`config.mk`:
```
export PLATFORM = sky130hd
export DESIGN_NAME = shift_deser
export DESIGN_NICKNAME = d
export VERILOG_FILES = /design/src/rtl/shift_pkg.sv /design/src/rtl/shift_deser.sv
export SDC_FILE = /design/constraint.sdc
export NUM_CORES = 1
export LEC_CHECK = 0
export BUFFER_PORTS_ARGS = -buffer_cell sky130_fd_sc_hd__buf_4
export CAP_MARGIN = 15
export CORE_MARGIN = 4
export CORE_UTILIZATION = 51
export DETAILED_ROUTE_END_ITERATION = 8
export MAX_ROUTING_LAYER = met4
export PLACE_DENSITY = 0.87
export SLEW_MARGIN = 40
export SYNTH_ARGS = -nofsm -noshare
export SYNTH_HDL_FRONTEND = slang
export SYNTH_SLANG_ARGS = --single-unit
```
`constraint.sdc`:
```
create_clock -name clk -period 1.6 [get_ports clk]
set_input_delay 0.24 -clock clk [delete_from_list [all_inputs] [get_ports clk]]
set_output_delay 0.24 -clock clk [all_outputs]
set_load 0.01 [all_outputs]
```
`src/rtl/shift_pkg.sv`:
```
// Shared definitions for the MSB-first shift serializer/deserializer pair.
package shift_pkg;

  localparam int DEFAULT_WIDTH = 8;

  typedef enum logic {
    IDLE = 1'b0,
    RECV = 1'b1
  } state_t;

endpackage

```
`src/rtl/shift_deser.sv`:
```
// Serial-to-parallel deserializer, MSB first, with a one-word holding register.
// Latency: word appears on data_out/out_valid on the edge that samples its last bit.
// Backpressure: none toward the sender; a word completing into an unconsumed register is dropped and flags overrun.
module shift_deser
  import shift_pkg::*;
#(
  parameter int WIDTH = DEFAULT_WIDTH
) (
  input  logic             clk,
  input  logic             rst,
  input  logic             serial_in,
  input  logic             shift_enable,
  input  logic             frame_start,
  output logic [WIDTH-1:0] data_out,
  output logic             out_valid,
  input  logic             out_ready,
  output logic             busy,
  output logic             overrun,
  input  logic             clear_overrun
);

  localparam int CW = $clog2(WIDTH);

  state_t           state, state_nxt;
  logic [CW-1:0]    cnt, cnt_nxt;
  logic [WIDTH-1:0] sreg, sreg_nxt;
  logic [WIDTH-1:0] data_nxt;
  logic             valid_nxt;
  logic             overrun_nxt;
  logic [WIDTH-1:0] shifted;
  logic             complete;
  logic             handshake;

  assign shifted   = {sreg[WIDTH-2:0], serial_in};
  assign handshake = out_valid && out_ready;
  assign busy      = (state == RECV);

  always_ff @(posedge clk or posedge rst) begin
    if (rst) begin
      state     <= IDLE;
      cnt       <= '0;
      sreg      <= '0;
      data_out  <= '0;
      out_valid <= 1'b0;
      overrun   <= 1'b0;
    end else begin
      state     <= state_nxt;
      cnt       <= cnt_nxt;
      sreg      <= sreg_nxt;
      data_out  <= data_nxt;
      out_valid <= valid_nxt;
      overrun   <= overrun_nxt;
    end
  end

  always_comb begin
    cnt_nxt     = cnt;
    sreg_nxt    = sreg;
    data_nxt    = data_out;
    valid_nxt   = out_valid;
    overrun_nxt = overrun;
    complete    = 1'b0;

    // frame_start restarts the word; an accompanying enabled bit becomes bit 1
    if (frame_start) begin
      if (shift_enable) begin
        sreg_nxt = WIDTH'(serial_in);
        cnt_nxt  = CW'(1);
      end else begin
        sreg_nxt = '0;
        cnt_nxt  = '0;
      end
    end else if (shift_enable) begin
      sreg_nxt = shifted;
      if (cnt == CW'(WIDTH - 1)) begin
        cnt_nxt  = '0;
        complete = 1'b1;
      end else begin
        cnt_nxt = cnt + CW'(1);
      end
    end

    state_nxt = (cnt_nxt == '0) ? IDLE : RECV;

    if (clear_overrun) overrun_nxt = 1'b0;

    // A handshake on the completion cycle frees the register for the new word
    if (complete) begin
      if (!out_valid || out_ready) begin
        data_nxt  = shifted;
        valid_nxt = 1'b1;
      end else begin
        overrun_nxt = 1'b1;
      end
    end else if (handshake) begin
      valid_nxt = 1'b0;
    end
  end

endmodule

```
==> key figures <==
Cells and area
  • Area Growth Syn to Fin: 23.6%
  • Multi-input logic area: 315 sq um
  • Register Area: 526 sq um
  • N_diodes: 0
  • Fill count: 115
  • Final cell count without fillers: 103
  • Finished Core Util: 0.689
  • Final nets: 97
  • Share of cells above drive strength 1: 0.391

STA
  • Max Slew Vio Count: 0
  • Min Tclk post-route: 1.57 ns
  • RSZ-0062 raised after global routing: true
  • Clk_skew: 0.00469 ns
  • Hold Vio Cnt, Final: 0
  • Final worst path period share: 0.979
  • Final WS setup: 0.0342 ns
  • Max Clk Rate: 0.639 GHz
  • TNS Setup: 0 ns
  • Worst rel slew slack: 0.828
  • Worst slew pin tran: 0.258 ns
  • Setup Viol. Count Final: 0

Critical path
  • Slowest stage delay, CP: 0.38 ns
  • R2R Path End: data_out[0]
  • Reg2Reg Depth: 6
  • CP top delay family: flip-flops
  • RR Startpoint: cnt[1]
  • WS Path Type: flop to flop
  • CP max-delay cell: dfrtp_1
  • Crit-path max FO: 8
  • Startpoint types: flop
  • Worst path bufs/invs: 1
  • Crit-path cells: ha_2 -> ha_4 -> nand3b_1 -> nor2b_1 -> buf_4 -> mux2_2
  • Reg2reg setup slack: 0.03 ns
  • Worst Path Required: 1.79 ns
  • Worst setup EP type: flop
  • Worst Path Arrival: 1.76 ns

Min path
  • Type of the worst min-delay path: primary input to flop
  • Hold Path End: overrun
  • Hold path startpoint: clear_overrun
  • Hold Path Stages: 2

Routing
  • Post-route DRC: 0
  • DRT met1 WL: 652 microns
  • DR vias/cell: 5.27
  • Antenna viol nets, final: 0
  • Top sig layer: met4
  • Met3 wire len: 72 microns
  • Pre-antenna DRT Iters: 1
  • Met2 wire len: 727 microns
  • First DRT Iteration DRCs: 0
  • WL final: 1.48 mm
  • Routed via count: 543
  • WL/cell: 14.4 microns

Clock network
  • Htree depth: 1
  • Latest clock arrival within the worst-skew pair: 0.30 ns
  • Clock root buffer master: clkbuf_4
  • Clk buf depth: 2
  • CTS tree: done
  • CTS Buf Count: 3
  • Clock transition at path regs: 0.11 ns
  • Clk sinks: 21

Yosys
  • Synth area leaders: dfrtp_1, mux2_2, mux2i_1
  • Syn_area_per_cell: 13.4 sq um
  • Cells after Synth: 64
  • Post-Syn Area: 860 sq um
  • Flops & latches, synth: 21
  • Yosys top cell by area: dfrtp_1
  • Synth Net Count: 73
  • Share of the synthesized area in the top cell type: 0.611
  • Post-synth cell types: 17
  • Yosys warning count: 0
  • Register area share after synthesis: 0.611

Floorplan
  • Core box area: 1540 sq um
  • Die extent in y: 49.1 microns
  • Die X-Extent: 49.1 microns
  • Starting density of the core: 0.558
  • Ports: 18
  • Die area: 2410 sq um
  • Num rows: 14

Global routing
  • Global-route wire length before repair: 2.67 mm
  • Vias in the first global route: 620
  • Initial antenna violation count: 0
  • Total gr overflow: 0
  • Largest net degree at the start of global routing: 22
  • Gr usage total: 0.146

Job
  • Max cap viols: 0

Placed design
  • Post-DP HPWL: 1.03 mm
  • PortBufs: 17
  • Setup slack at placement: 0.000103 ns
  • Placed Cells: 96
  • Gpl congestion: 0.734

Power
  • Leakage power: 0.566 nW
  • Power Density: 838 nW/um^2
  • Maximum VDD drop: 0.636 mV
  • Overall power: 890 uW

Outcome
  • Status: completed
==> per-stage QoR <==
stage          area, sq um  hold WS, ns
2_1_floorplan          860        0.217
3_3_place_gp           992        0.286
3_5_place_dp           992        0.292
4_1_cts               1040        0.104
5_1_grt               1060        0.111
6_report              1060        0.107
==> report_power, final <==
group          internal, mW  leakage, nW  switching (mW)
sequential            0.546        0.286         0.00989
combinational        0.0439        0.265          0.0427
clock                0.0972       0.0150           0.151
total                 0.687        0.566           0.203
==> worst max path at each step <==
stage / from / end / slack [ns] / cells after the start
2_1_floorplan: cnt[0] / busy / 0.13 / 5
3_3_place_gp: cnt[0] / busy / 0.07 / 5
3_5_place_dp: cnt[0] / data_out[6] / 0.0001 / 6
4_1_cts: cnt[0] / busy / 0.01 / 5
5_1_grt: cnt[1] / busy / -0.03 / 5
6_report: cnt[1] / data_out[0] / 0.03 / 6
==> logic make-up (layout without fill, tap and decap cells) <==
group | Yosys count | count (layout) | share of synthesized area
flops | 21 | 21 | 0.611
mux | 16 | 16 | 0.198
simple gates | 16 | 16 | 0.0859
buf+inv | 5 | 28 | 0.0437
compound gates | 4 | 4 | 0.0320
fa+ha+maj | 2 | 2 | 0.0291
==> layout make-up <==
cell class              instances  share of cell area
clock buffers                   4              0.0247
multi-input cells              38               0.297
inverters                       2             0.00707
repair buffers                 22               0.158
flip-flops and latches         21               0.495
well taps                      16              0.0188
==> cells in the mapped netlist <==
master    count
a22o_1        1
inv_1         2
mux2_2        8
mux2i_1       8
ha_1          2
dfrtp_1      21
nor2b_1       1
nor2_1        9
nand2_1       2
nand3b_1      1
nand2b_1      2
or3_1         1
buf_6         2
o21ai_0       1
o22ai_1       1
o21bai_1      1
buf_4         1
==> layout by cell type (no fill, tap or decap) <==
master         instances
dfrtp_1               21
buf_4                 21
nor2_1                 9
mux2i_1                8
mux2_2                 7
clkbuf_4               3
nand2b_1               2
nand2_1                2
inv_1                  2
nand3b_1               1
nor2b_1                1
o21ai_0                1
o21bai_1               1
a22o_1                 1
or3_1                  1
o22ai_1                1
mux2_4                 1
ha_4                   1
ha_2                   1
clkbuf_1               1
dlygate4sd3_1          1
==> routing by layer <==
| layer | vias to the layer above | track usage |
|---|---|---|
| li1 | 265 | - |
| met1 | 261 | 0.158 |
| met2 | 13 | 0.243 |
| met3 | 4 | 0.0367 |
| met4 | 0 | 0.0807 |
| met5 | - | - |
==> sequential cells by signal (all words and copies together), names as in the netlist <==
signal / flops
data_out: 8
sreg: 7
cnt: 3
busy: 1
out_valid: 1
overrun: 1
==> what timing repair did <==
item,4_1_cts,5_1_grt
gates cloned,0,0
hold buffers,1,0
resized for setup,0,4
buffers inserted,1,1
setup endpoints to repair,9,9
pin swaps,0,3
hold endpoints to repair,21,0
Note: power is estimated with default switching activity, not from simulation.
